[config.mk]
export PLATFORM = sky130hd
export DESIGN_NAME = pc_ctrl_flat
export DESIGN_NICKNAME = d
export VERILOG_FILES = /design/src/rtl/pc_ctrl_if.sv /design/src/rtl/pc_ctrl.sv /design/src/flat_wrapper.sv
export SDC_FILE = /design/constraint.sdc
export NUM_CORES = 1
export LEC_CHECK = 0
export ABC_CLOCK_PERIOD_IN_PS = 2100
export CAP_MARGIN = 20
export CORE_UTILIZATION = 23
export CTS_BUF_LIST = sky130_fd_sc_hd__clkbuf_4 sky130_fd_sc_hd__clkbuf_8
export CTS_CLUSTER_DIAMETER = 50
export DETAILED_ROUTE_END_ITERATION = 10
export GPL_TIMING_DRIVEN = 0
export PLACE_DENSITY = 0.47
export SKIP_LAST_GASP = 1
export SLEW_MARGIN = 0
export SYNTH_ARGS = -nofsm -noshare
export SYNTH_HDL_FRONTEND = slang
export SYNTH_SLANG_ARGS = --single-unit
[constraint.sdc]
create_clock -name clk -period 2.1 [get_ports clk]
set_clock_uncertainty 0.05 [all_clocks]
set_input_delay 0.63 -clock clk [delete_from_list [all_inputs] [get_ports clk]]
set_output_delay 0.63 -clock clk [all_outputs]
set_load 0.05 [all_outputs]
[src/rtl/pc_ctrl_if.sv]
// pc_ctrl_if: fetch-control bus between the execute stage / instruction
// memory side (master) and the PC controller (slave).
interface pc_ctrl_if;
    logic        jump_en_i;
    logic [31:0] jump_addr_i;
    logic        hold_flag_i;
    logic        imem_ready_i;
    logic [31:0] pc_o;
    logic        inst_req_o;
    logic        flush_if_id_o;
    logic        flush_id_ex_o;
    logic        hold_o;
    logic        misalign_o;

    modport slave (
        input  jump_en_i,
        input  jump_addr_i,
        input  hold_flag_i,
        input  imem_ready_i,
        output pc_o,
        output inst_req_o,
        output flush_if_id_o,
        output flush_id_ex_o,
        output hold_o,
        output misalign_o
    );

    modport master (
        output jump_en_i,
        output jump_addr_i,
        output hold_flag_i,
        output imem_ready_i,
        input  pc_o,
        input  inst_req_o,
        input  flush_if_id_o,
        input  flush_id_ex_o,
        input  hold_o,
        input  misalign_o
    );
endinterface

[src/rtl/pc_ctrl.sv]
// pc_ctrl: program-counter / fetch controller.
// Sequences BOOT -> RUN, squashes fetch for FLUSH_CYCLES cycles after a
// redirect, freezes the front end on hold requests.
// Optional feature macro JUMP_ALIGN_CHECK_EN: a redirect to a non-word-aligned
// target enters a TRAP state (left only by reset) and sets sticky misalign_o.
// Without the macro the target's low two bits are cleared and misalign_o is 0.
module pc_ctrl #(
    parameter logic [31:0] RESET_PC     = 32'h0000_0000,
    parameter int unsigned FLUSH_CYCLES = 2
) (
    input  logic       clk,
    input  logic       rst_n,
    pc_ctrl_if.slave   bus
);

    localparam logic [2:0] FLUSH_LOAD = 3'(FLUSH_CYCLES);

    typedef enum logic [2:0] {
        ST_BOOT  = 3'd0,
        ST_RUN   = 3'd1,
        ST_FLUSH = 3'd2,
        ST_HOLD  = 3'd3
`ifdef JUMP_ALIGN_CHECK_EN
        ,
        ST_TRAP  = 3'd4
`endif
    } state_t;

    state_t      r_state;
    state_t      w_state_nxt;
    logic [31:0] r_pc;
    logic [31:0] w_pc_nxt;
    logic [2:0]  r_cnt;
    logic [2:0]  w_cnt_nxt;
    logic        w_inst_req;
    logic        w_flush_if_id;
    logic        w_flush_id_ex;
    logic        w_hold;
    logic        w_jump_take;
    logic [31:0] w_jump_tgt;
    logic        w_jump_bad;

`ifdef JUMP_ALIGN_CHECK_EN
    logic        r_misalign;
    logic        w_misalign_nxt;

    // Redirects are honoured everywhere except TRAP; the target is used as-is.
    assign w_jump_take = bus.jump_en_i && (r_state != ST_TRAP);
    assign w_jump_tgt  = bus.jump_addr_i;
    assign w_jump_bad  = (bus.jump_addr_i[1:0] != 2'b00);
`else
    // Redirects are honoured in every state; the target is forced word-aligned.
    assign w_jump_take = bus.jump_en_i;
    assign w_jump_tgt  = bus.jump_addr_i & 32'hFFFF_FFFC;
    assign w_jump_bad  = 1'b0;
`endif

    // Next-state, next-PC, squash counter and per-cycle output decode.
    always_comb begin
        w_state_nxt   = r_state;
        w_pc_nxt      = r_pc;
        w_cnt_nxt     = r_cnt;
        w_inst_req    = 1'b0;
        w_flush_if_id = 1'b0;
        w_flush_id_ex = 1'b0;
        w_hold        = 1'b0;
`ifdef JUMP_ALIGN_CHECK_EN
        w_misalign_nxt = r_misalign;
`endif

        case (r_state)
            ST_BOOT: begin
                w_state_nxt = ST_RUN;
            end
            ST_RUN: begin
                w_inst_req = 1'b1;
                if (bus.hold_flag_i) begin
                    w_state_nxt = ST_HOLD;
                end else if (bus.imem_ready_i) begin
                    w_pc_nxt = r_pc + 32'd4;
                end else begin
                    w_pc_nxt = r_pc;
                end
            end
            ST_FLUSH: begin
                // hold_flag_i is deliberately ignored until the squash completes
                w_flush_if_id = 1'b1;
                w_cnt_nxt     = r_cnt - 3'd1;
                if (r_cnt <= 3'd1) begin
                    w_state_nxt = ST_RUN;
                end else begin
                    w_state_nxt = ST_FLUSH;
                end
            end
            ST_HOLD: begin
                w_hold        = 1'b1;
                w_flush_id_ex = 1'b1;
                if (!bus.hold_flag_i) begin
                    w_state_nxt = ST_RUN;
                end else begin
                    w_state_nxt = ST_HOLD;
                end
            end
`ifdef JUMP_ALIGN_CHECK_EN
            ST_TRAP: begin
                w_hold        = 1'b1;
                w_flush_id_ex = 1'b1;
                w_state_nxt   = ST_TRAP;
            end
`endif
            default: begin
                w_state_nxt = ST_BOOT;
                w_pc_nxt    = RESET_PC;
                w_cnt_nxt   = 3'd0;
            end
        endcase

        // A redirect outranks hold and fetch progress in every live state;
        // the newest redirect always reloads the target and counter.
        if (w_jump_take) begin
            w_flush_if_id = 1'b1;
            w_flush_id_ex = 1'b1;
            w_pc_nxt      = w_jump_tgt;
            w_cnt_nxt     = FLUSH_LOAD;
            if (w_jump_bad) begin
`ifdef JUMP_ALIGN_CHECK_EN
                w_state_nxt    = ST_TRAP;
                w_misalign_nxt = 1'b1;
`else
                w_state_nxt    = ST_FLUSH;
`endif
            end else begin
                w_state_nxt = ST_FLUSH;
            end
        end else begin
            w_cnt_nxt = w_cnt_nxt;
        end

        // While reset is held the pipeline is kept flushed and fetch is off.
        if (!rst_n) begin
            w_inst_req    = 1'b0;
            w_flush_if_id = 1'b1;
            w_flush_id_ex = 1'b1;
            w_hold        = 1'b0;
        end else begin
            w_hold = w_hold;
        end
    end

    // State, PC and squash-counter registers with synchronous active-low reset.
    always_ff @(posedge clk) begin
        if (!rst_n) begin
            r_state <= ST_BOOT;
            r_pc    <= RESET_PC;
            r_cnt   <= 3'd0;
        end else begin
            r_state <= w_state_nxt;
            r_pc    <= w_pc_nxt;
            r_cnt   <= w_cnt_nxt;
        end
    end

`ifdef JUMP_ALIGN_CHECK_EN
    // Sticky misaligned-redirect flag, cleared only by reset.
    always_ff @(posedge clk) begin
        if (!rst_n) begin
            r_misalign <= 1'b0;
        end else begin
            r_misalign <= w_misalign_nxt;
        end
    end

    assign bus.misalign_o = r_misalign;
`else
    assign bus.misalign_o = 1'b0;
`endif

    assign bus.pc_o          = r_pc;
    assign bus.inst_req_o    = w_inst_req;
    assign bus.flush_if_id_o = w_flush_if_id;
    assign bus.flush_id_ex_o = w_flush_id_ex;
    assign bus.hold_o        = w_hold;

endmodule

[src/flat_wrapper.sv]
// flat-port wrapper written by rule: the top's interface ports become plain ports
module pc_ctrl_flat 
#(
    parameter logic [31:0] RESET_PC     = 32'h0000_0000,
    parameter int unsigned FLUSH_CYCLES = 2
)
  (clk, rst_n, bus_jump_en_i, bus_jump_addr_i, bus_hold_flag_i, bus_imem_ready_i, bus_pc_o, bus_inst_req_o, bus_flush_if_id_o, bus_flush_id_ex_o, bus_hold_o, bus_misalign_o);
  pc_ctrl_if bus_i ();
  input  logic clk;
  input  logic rst_n;
  input wire logic [$bits(bus_i.jump_en_i)-1:0] bus_jump_en_i;
  input wire logic [$bits(bus_i.jump_addr_i)-1:0] bus_jump_addr_i;
  input wire logic [$bits(bus_i.hold_flag_i)-1:0] bus_hold_flag_i;
  input wire logic [$bits(bus_i.imem_ready_i)-1:0] bus_imem_ready_i;
  output wire logic [$bits(bus_i.pc_o)-1:0] bus_pc_o;
  output wire logic [$bits(bus_i.inst_req_o)-1:0] bus_inst_req_o;
  output wire logic [$bits(bus_i.flush_if_id_o)-1:0] bus_flush_if_id_o;
  output wire logic [$bits(bus_i.flush_id_ex_o)-1:0] bus_flush_id_ex_o;
  output wire logic [$bits(bus_i.hold_o)-1:0] bus_hold_o;
  output wire logic [$bits(bus_i.misalign_o)-1:0] bus_misalign_o;
  assign bus_i.jump_en_i = bus_jump_en_i;
  assign bus_i.jump_addr_i = bus_jump_addr_i;
  assign bus_i.hold_flag_i = bus_hold_flag_i;
  assign bus_i.imem_ready_i = bus_imem_ready_i;
  assign bus_pc_o = bus_i.pc_o;
  assign bus_inst_req_o = bus_i.inst_req_o;
  assign bus_flush_if_id_o = bus_i.flush_if_id_o;
  assign bus_flush_id_ex_o = bus_i.flush_id_ex_o;
  assign bus_hold_o = bus_i.hold_o;
  assign bus_misalign_o = bus_i.misalign_o;
  pc_ctrl #(.RESET_PC(RESET_PC), .FLUSH_CYCLES(FLUSH_CYCLES)) u_core (.clk(clk), .rst_n(rst_n), .bus(bus_i));
endmodule
==> results of run 1 <==
report_power, final:
| group | switching (W) | leakage (nW) | internal, W |
|---|---|---|---|
| sequential | 0.0000692 | 0.313 | 0.000749 |
| combinational | 0.000279 | 0.935 | 0.000171 |
| clock | 0.000282 | 0.0542 | 0.000297 |
| total | 0.000631 | 1.30 | 0.00122 |
kinds of logic (layout without fill, tap and decap cells):
kind of cell | after synthesis | count (layout)
xor+xnor | 8 | 8
other cells | 1 | 1
mux | 1 | 1
fa+ha+maj | 2 | 2
flops | 37 | 37
simple gates | 118 | 118
buf+inv | 27 | 118
compound gates | 81 | 81
final timing paths:
path | from | end | slack (ns) | depth (start not counted)
min | u_core.bus.pc_o[0] | u_core.bus.pc_o[0] | 0.41 | 1
min reg2reg | u_core.bus.pc_o[0] | u_core.bus.pc_o[0] | 0.41 | 1
max | bus_hold_flag_i | u_core.bus.pc_o[19] | 0.06 | 7
max reg2reg | u_core.bus.pc_o[10] | u_core.bus.pc_o[31] | 0.07 | 6
through the flow:
step                setup TNS (ns)  total power [W]
detailed placement          -26.27          0.00130
floorplan                 -0.00340          0.00109
global placement            -24.89          0.00129
CTS                         -0.151          0.00186
global route               -0.0473          0.00193
finish                           0          0.00185
state kept, by name, indices dropped and copies added (netlist names):
name,count
u_core.bus.pc_o,32
u_core.r_cnt,3
u_core.r_state,2
cell type report:
class | instances | area (um2) | share of cell area [%]
multi-input combinational | 211 | 1410 | 42.5
inverter | 7 | 26.3 | 0.791
timing repair buffer | 84 | 753 | 22.7
clock inverter | 1 | 5.00 | 0.151
sequential | 37 | 774 | 23.3
buffer | 19 | 116 | 3.50
tap | 111 | 139 | 4.18
clock buffer | 7 | 96.3 | 2.90
worst max-delay path, cell delays in order:
cell and delay, ns:
buf_2 0.13, nor4bb_4 0.26, buf_4 0.18, nand4_1 0.18
buf_4 0.21, or4_1 0.46, a31oi_1 0.16
per-layer routing:
layer / up-vias / wire length (um) / share of wire (%)
li1: 1224 / - / -
met4: 0 / 75 / 0.95
met5: - / 0 / 0
met3: 7 / 332 / 4.2
met2: 59 / 3700 / 47
met1: 1190 / 3810 / 48
timing repair:
item / in CTS / in global routing
setup buffers: 9 / 5
hold endpoints to repair: 0 / 0
hold buffers: 0 / 0
resized for setup: 88 / 19
endpoints found under the setup margin: 68 / 19
pin swaps: 4 / 2
cells in the mapped netlist, types with 2 or more instances:
cell type / instances
and2_1: 7
xnor2_1: 4
o2111ai_1: 2
nand2_1: 23
ha_1: 2
o211a_1: 3
nand3_1: 12
and3_1: 10
dfxtp_1: 37
nor3b_1: 2
a31oi_1: 14
xor2_1: 4
buf_2: 2
nor2_1: 7
clkbuf_1: 15
or4_1: 15
a32oi_1: 5
o211ai_1: 4
nand4_1: 13
o21ai_0: 31
a311oi_1: 2
nor2b_1: 4
and4_1: 4
nand2b_1: 6
o31ai_1: 9
a21oi_1: 6
inv_1: 6
or3_1: 5
a21boi_0: 2
==> impl_metrics.env, run 1 <==
export IMPL_hold_path_class="reg2reg"
export IMPL_route_detailed_wl_per_inst_um=16.6
export IMPL_worst_pin_slew_ns=0.564
export IMPL_clk_path_buf_depth=2
export IMPL_netlist_instances=275
export IMPL_cp_max_fo=6
export IMPL_antenna_found_initial=0
export IMPL_wl_mm=7.92
export IMPL_netlist_area_um2=2180
export IMPL_n_antenna_cell=0
export IMPL_cellLeakagePower_nw=1.30
export IMPL_synth_top_cell_area_share_pct=33.9
export IMPL_min_period_over_period_pct=97.2
export IMPL_synth_xor_area_share_pct=3.21
export IMPL_layout_common_cells="31 x o21ai_0, 31 x dlygate4sd2_1, 30 x clkdlybuf4s50_1"
export IMPL_initial_core_util_pct=23.7
export IMPL_clkTransAtPathRegs_ns=0.08
export IMPL_core_area_um2=9200
export IMPL_fp_dieW_um=99.4
export IMPL_utilization_pct=36.1
export IMPL_grt_usage_pct=16.5
export IMPL_avgSynthCellArea_um2=7.94
export IMPL_synth_top_cell_by_area="dfxtp_1"
export IMPL_synth_cell_type_count=48
export IMPL_drv_cap=0
export IMPL_ys_seq_area_share_pct=33.9
export IMPL_ant_nets=0
export IMPL_postPlaceCellArea_um2=3060
export IMPL_critPathLaunchType="input port"
export IMPL_fin_area_um2=3320
export IMPL_cp_arrival_ns=2.21
export IMPL_required_ns=2.27
export IMPL_async_flop_share_pct=0
export IMPL_synth_enable_flop_cells=0
export IMPL_ys_ff_latch=37
export IMPL_layout_drive_gt1_share_pct=18.9
export IMPL_synth_compound_area_share_pct=23.8
export IMPL_io_buffers=70
export IMPL_yosysWarningCount=0
export IMPL_cts_sinks=37
export IMPL_synth_top_family_by_area="simple AND/OR/NAND/NOR gates"
export IMPL_grt_overflow=0
export IMPL_grt_max_degree=12
export IMPL_insertion_delay_ns=0.30
export IMPL_cts_max_level=2
export IMPL_end_kind="register"
export IMPL_drtIter0Drc=105
export IMPL_finalHoldViolCount=0
export IMPL_place_hpwl_mm=5.64
export IMPL_drv_slew=0
export IMPL_min_period_ns=2.04
export IMPL_nNetsFinal=404
export IMPL_routabilityCongestion=0.800
export IMPL_fin_hold_ws_ns=0.409
export IMPL_drt_first_pass_iters=4
export IMPL_die_h_um=99.4
export IMPL_final_cells=477
export IMPL_peakVddDrop_uv=234
export IMPL_pre_cts_slack_ns=-1.47
export IMPL_synthMuxAreaShare_pct=0.458
export IMPL_num_io_pins=74
export IMPL_cts_root_buf="clkbuf_8"
export IMPL_routed_via_density=5.20
export IMPL_worst_slack_ns=0.0598
export IMPL_place_inst=456
export IMPL_syn_nets=314
export IMPL_grt_met3_usage_pct=2.67
export IMPL_route_detailed_drc=0
export IMPL_synth_fa_ha_area_share_pct=1.15
export IMPL_synthTopCellsByArea="dfxtp_1 34%, o21ai_0 7.1%, or4_1 5.2%"
export IMPL_tritoncts="done"
export IMPL_syn_to_final_growth_pct=52.1
export IMPL_first_global_vias=2459
export IMPL_n_fill_cell=1012
export IMPL_cts_made_buffers=5
export IMPL_top_usage_layer="met2"
export IMPL_die_area_um2=9890
export IMPL_synthSimpleGateAreaFrac_pct=32.0
export IMPL_critical_path_class="in2reg"
export IMPL_fmax_mhz=490
export IMPL_gr_usage_met2_pct=27.4
export IMPL_rows=35
export IMPL_status="complete, no violations"
export IMPL_use_met1_pct=22.0
export IMPL_ys_flop_type="dfxtp_1"
export IMPL_p_per_area_nw_per_um2=557
export IMPL_setup_viol=0
export IMPL_grt_pass1_wl_mm=12.9
export IMPL_max_slew_margin_pct=62.4
export IMPL_vias=2480
Power figures use the tool's default switching activity.
==> run 2: changes to the inputs <==
- CORE_UTILIZATION: 23 -> 35
- PLACE_DENSITY: 0.47 -> 0.66
- RECOVER_POWER: default -> 25
- SETUP_SLACK_MARGIN: default -> 0.02
==> run 2 against run 1 <==
Clock power increased by 17%. Non-clock buffer count increased by 2. Design area decreased by 0.41%. Critical path type is now reg2out. Register-to-register slack improved by 0.03 ns. Count of clock-buffer cells in the layout unchanged. Maximum frequency decreased by 0.31%. Core utilization increased by 19 points.
==> impl_metrics.env, run 2 (synthesis gave the netlist of run 1 again) <==
export IMPL_num_io_pins=74
export IMPL_layout_drive_gt1_share_pct=18.8
export IMPL_place_hpwl_mm=4.95
export IMPL_syn_to_final_growth_pct=51.5
export IMPL_ant_nets=0
export IMPL_fin_setup_tns_ns=0
export IMPL_rows=28
export IMPL_insertion_delay_ns=0.30
export IMPL_drv_cap=0
export IMPL_drt_first_pass_iters=4
export IMPL_cts_max_level=2
export IMPL_cts_sinks=37
export IMPL_fmax_mhz=489
export IMPL_grt_max_degree=12
export IMPL_finalHoldViolCount=0
export IMPL_setup_viol=0
export IMPL_first_global_vias=2246
export IMPL_die_h_um=81.0
export IMPL_critical_path_class="reg2out"
export IMPL_clk_path_buf_depth=2
export IMPL_cts_root_buf="clkbuf_8"
export IMPL_io_buffers=70
export IMPL_drv_slew=0
export IMPL_grt_overflow=0
export IMPL_required_ns=1.42
export IMPL_place_inst=420
export IMPL_cts_made_buffers=5
export IMPL_dr_wl_met2_mm=3.26
export IMPL_path_cells="nor2b_2 -> nand2b_1 -> buf_4"
export IMPL_route_detailed_wl_per_inst_um=15.7
export IMPL_rsz0062_at_grt="true"
export IMPL_wl_met1_mm=3.26
export IMPL_drtIter0Drc=130
export IMPL_min_period_over_period_pct=97.5
export IMPL_final_common_cell="dlygate4sd2_1"
export IMPL_core_area_um2=5960
export IMPL_wl_mm=6.98
export IMPL_routabilityCongestion=0.814
export IMPL_n_antenna_cell=0
export IMPL_initial_core_util_pct=36.7
export IMPL_max_slew_margin_pct=63.2
export IMPL_postPlaceCellArea_um2=3020
export IMPL_routed_via_density=5.63
export IMPL_tritoncts="done"
export IMPL_worst_pin_slew_ns=0.552
export IMPL_layout_common_cells="33 x dlygate4sd2_1, 31 x o21ai_0, 30 x clkdlybuf4s50_1"
export IMPL_clkTransAtPathRegs_ns=0.08
export IMPL_die_area_um2=6560
export IMPL_status="complete, no violations"
export IMPL_hold_path_class="reg2reg"
export IMPL_final_cells=443
export IMPL_highest_layer="met4"
export IMPL_peakVddDrop_uv=306
export IMPL_grt_pass1_wl_mm=11.4
export IMPL_route_detailed_drc=0
export IMPL_nNetsFinal=406
export IMPL_fin_area_um2=3310
export IMPL_end_kind="output port"
export IMPL_dr_wl_met3_um=361
export IMPL_cp_arrival_ns=1.37
export IMPL_fp_dieW_um=81.0
export IMPL_antenna_found_initial=0
export IMPL_vias=2496
export IMPL_worst_path_largest_cell_delay_ns=0.44
export IMPL_largest_reg_flops=32
export IMPL_p_per_area_nw_per_um2=587
export IMPL_cp_slowest_cell="dfxtp_1"
export IMPL_cp_max_fo=7
export IMPL_cellLeakagePower_nw=1.32
export IMPL_n_fill_cell=581
export IMPL_critPathLaunchType="register"
export IMPL_min_period_ns=2.05
export IMPL_grt_usage_pct=22.5
run 2: critical path, delay by kind of cell (launching register included):
kind / cells / cell delay, ns
flip-flops: 1 / 0.44
AND/OR/NAND/NOR: 2 / 0.44
buffers and inverters: 1 / 0.19
run 2: per-layer routing:
layer	track usage, %	vias to the layer above
met5	0	-
met4	6.96	0
met3	4.16	8
met2	34.9	77
met1	31.4	1176
li1	-	1235
run 2: cell type report:
class / count / area [um2] / share of cell area, %
buffer: 19 / 116 / 3.52
multi-input combinational: 211 / 1400 / 42.4
inverter: 7 / 26.3 / 0.795
tap: 75 / 93.8 / 2.84
clock inverter: 1 / 30.0 / 0.908
sequential: 37 / 774 / 23.4
timing repair buffer: 86 / 773 / 23.4
clock buffer: 7 / 90.1 / 2.72
run 2: final timing paths:
kind | startpoint | endpoint | slack, ns | cells past startpoint
min reg2reg | u_core.bus.pc_o[0] | u_core.bus.pc_o[0] | 0.40 | 1
min | u_core.bus.pc_o[0] | u_core.bus.pc_o[0] | 0.40 | 1
max reg2reg | u_core.bus.pc_o[13] | u_core.bus.pc_o[31] | 0.10 | 6
max | u_core.r_state[1] | bus_flush_if_id_o | 0.05 | 3
run 2: where the power goes:
group | switching, W | internal (W) | leakage, nW
registers | 0.0000665 | 0.000748 | 0.313
logic | 0.000276 | 0.000172 | 0.950
clock network | 0.000278 | 0.000401 | 0.0619
total | 0.000620 | 0.00132 | 1.32
run 2: per-stage QoR:
step | worst slack, ns | total power (W) | hold WS (ns) | utilization [%]
2_1_floorplan | 0.0202 | 0.00109 | 0.431 | -
3_3_place_gp | -1.43 | 0.00128 | 0.397 | 50.7
3_5_place_dp | -1.40 | 0.00129 | 0.399 | 50.7
4_1_cts | 0.0194 | 0.00194 | 0.412 | 54.6
5_1_grt | 0.00290 | 0.00201 | 0.431 | 55.5
6_report | 0.0534 | 0.00194 | 0.404 | 55.5
run 2: repair_timing:
item / CTS / global route
pin swaps: 7 / 5
hold buffers: 0 / 0
resized for setup: 88 / 13
setup buffers: 9 / 7
setup endpoints to repair: 68 / 23
==> run 3: changes to the inputs <==
- CORE_MARGIN: default -> 3
==> run 3 against run 2 <==
Flip-flop and latch count unchanged. Register-to-register slack improved by 0.02 ns. Clock power decreased by 16%. Global-route usage shrank 2.0 points. Combinational power hardly changed. Power fell by 5.5%. Maximum frequency up 1.0%. Sequential share of layout area grew 0.056 points. Die area is 10% higher. Sequential power about the same. Worst setup slack improved by 0.021 ns. Via count increased by 1.8%.
==> impl_metrics.env, run 3 (synthesis gave the netlist of run 1 again) <==
export IMPL_critical_path_class="in2out"
export IMPL_drtIter0Drc=163
export IMPL_cts_root_buf="clkbuf_8"
export IMPL_layout_drive_gt1_share_pct=19.7
export IMPL_n_antenna_cell=0
export IMPL_grt_max_degree=12
export IMPL_end_kind="output port"
export IMPL_layout_common_cells="32 x dlygate4sd2_1, 31 x o21ai_0, 30 x clkdlybuf4s50_1"
export IMPL_multi_input_area_um2=1430
export IMPL_die_h_um=85.0
export IMPL_clk_path_buf_depth=2
export IMPL_fin_hold_ws_ns=0.414
export IMPL_cts_made_buffers=5
export IMPL_largest_reg_flops=32
export IMPL_min_period_ns=2.03
export IMPL_status="complete, no violations"
export IMPL_p_per_area_nw_per_um2=548
export IMPL_cts_sinks=37
export IMPL_grt_overflow=0
export IMPL_routed_via_density=5.70
export IMPL_cp_arrival_ns=1.35
export IMPL_drv_slew=0
export IMPL_clkTransAtPathRegs_ns=0.07
export IMPL_seqCellArea_um2=786
export IMPL_io_buffers=70
export IMPL_setup_viol=0
export IMPL_grt_pass1_wl_mm=12.1
export IMPL_cts_max_level=2
export IMPL_core_area_um2=5990
export IMPL_ant_nets=0
export IMPL_cp_slowest_cell="clkdlybuf4s15_2"
export IMPL_critPathLaunchType="input port"
export IMPL_num_io_pins=74
export IMPL_tritoncts="done"
export IMPL_initial_core_util_pct=36.4
export IMPL_dr_wl_met3_um=411
export IMPL_final_cells=446
export IMPL_route_detailed_wl_per_inst_um=16.5
export IMPL_rsz0062_at_grt="true"
export IMPL_rows=28
export IMPL_final_common_cell="dlygate4sd2_1"
export IMPL_cellLeakagePower_nw=1.33
export IMPL_peakVddDrop_uv=344
export IMPL_min_period_over_period_pct=96.5
export IMPL_required_ns=1.42
export IMPL_cp_max_fo=7
export IMPL_first_global_vias=2419
export IMPL_dr_wl_met2_mm=3.59
export IMPL_syn_to_final_growth_pct=53.3
export IMPL_fp_dieW_um=85.0
export IMPL_routabilityCongestion=0.883
export IMPL_hold_buffers=0
export IMPL_insertion_delay_ns=0.29
export IMPL_die_area_um2=7220
export IMPL_path_cells="clkdlybuf4s15_2 -> nor2b_4 -> nand2b_1 -> buf_2"
export IMPL_finalHoldViolCount=0
export IMPL_fmax_mhz=494
export IMPL_hold_path_class="reg2reg"
export IMPL_route_detailed_drc=0
export IMPL_wl_mm=7.37
export IMPL_worst_path_largest_cell_delay_ns=0.27
export IMPL_n_fill_cell=589
export IMPL_wl_met1_mm=3.31
export IMPL_grt_usage_pct=20.5
export IMPL_drt_first_pass_iters=4
export IMPL_drv_cap=0
export IMPL_place_inst=420
export IMPL_highest_layer="met4"
export IMPL_antenna_found_initial=0
export IMPL_worst_pin_slew_ns=0.564
export IMPL_nNetsFinal=409
export IMPL_place_hpwl_mm=5.14
export IMPL_vias=2541
export IMPL_max_slew_margin_pct=62.4
run 3: power breakdown:
group / switching (W) / leakage [nW] / total [W] / internal [W]
logic: 0.000277 / 0.961 / 0.000450 / 0.000172
registers: 0.0000705 / 0.314 / 0.000817 / 0.000747
clock network: 0.000271 / 0.0542 / 0.000568 / 0.000297
total: 0.000618 / 1.33 / 0.00183 / 0.00122
run 3: critical path: cells and delay by family:
family | cells | cell delay, ns
buf+inv | 2 | 0.48
simple gates | 2 | 0.24
run 3: layout make-up:
type	count	share of cell area [%]
tap	75	2.80
buffer	19	3.48
clock buffer	7	2.88
inverter	7	0.785
sequential	37	23.5
multi-input combinational	211	42.8
clock inverter	1	0.150
timing repair buffer	89	23.6
run 3: final timing paths:
check                      start                  end  slack (ns)  cells past startpoint
min reg2reg   u_core.bus.pc_o[1]   u_core.bus.pc_o[1]        0.41                      1
min           u_core.bus.pc_o[1]   u_core.bus.pc_o[1]        0.41                      1
max reg2reg  u_core.bus.pc_o[15]  u_core.bus.pc_o[31]        0.12                      6
max                bus_jump_en_i    bus_flush_if_id_o        0.07                      4
run 3: through the flow:
step                util [%]  TNS, ns  area, um2  setup WS (ns)  total power, W
floorplan                  -        0       2220         0.0202         0.00109
global placement        50.4   -22.56       3020          -1.42         0.00128
detailed placement      50.4   -23.24       3020          -1.43         0.00129
CTS                     54.4  -0.0309       3260        -0.0295         0.00184
global route            55.9  -0.0256       3350        -0.0131         0.00192
finish                  55.9        0       3350         0.0741         0.00183
run 3: timing repair:
action,CTS,global route
pin swaps,5,7
gates resized for setup,90,25
endpoints found under the setup margin,68,17
buffers inserted,13,5
gates cloned,0,1
run 3: routing by layer:
layer  vias up  track usage [%]
met5         -                0
met4         0             5.04
met3         4             4.85
met2        73             34.3
met1      1223             26.7
li1       1241                -
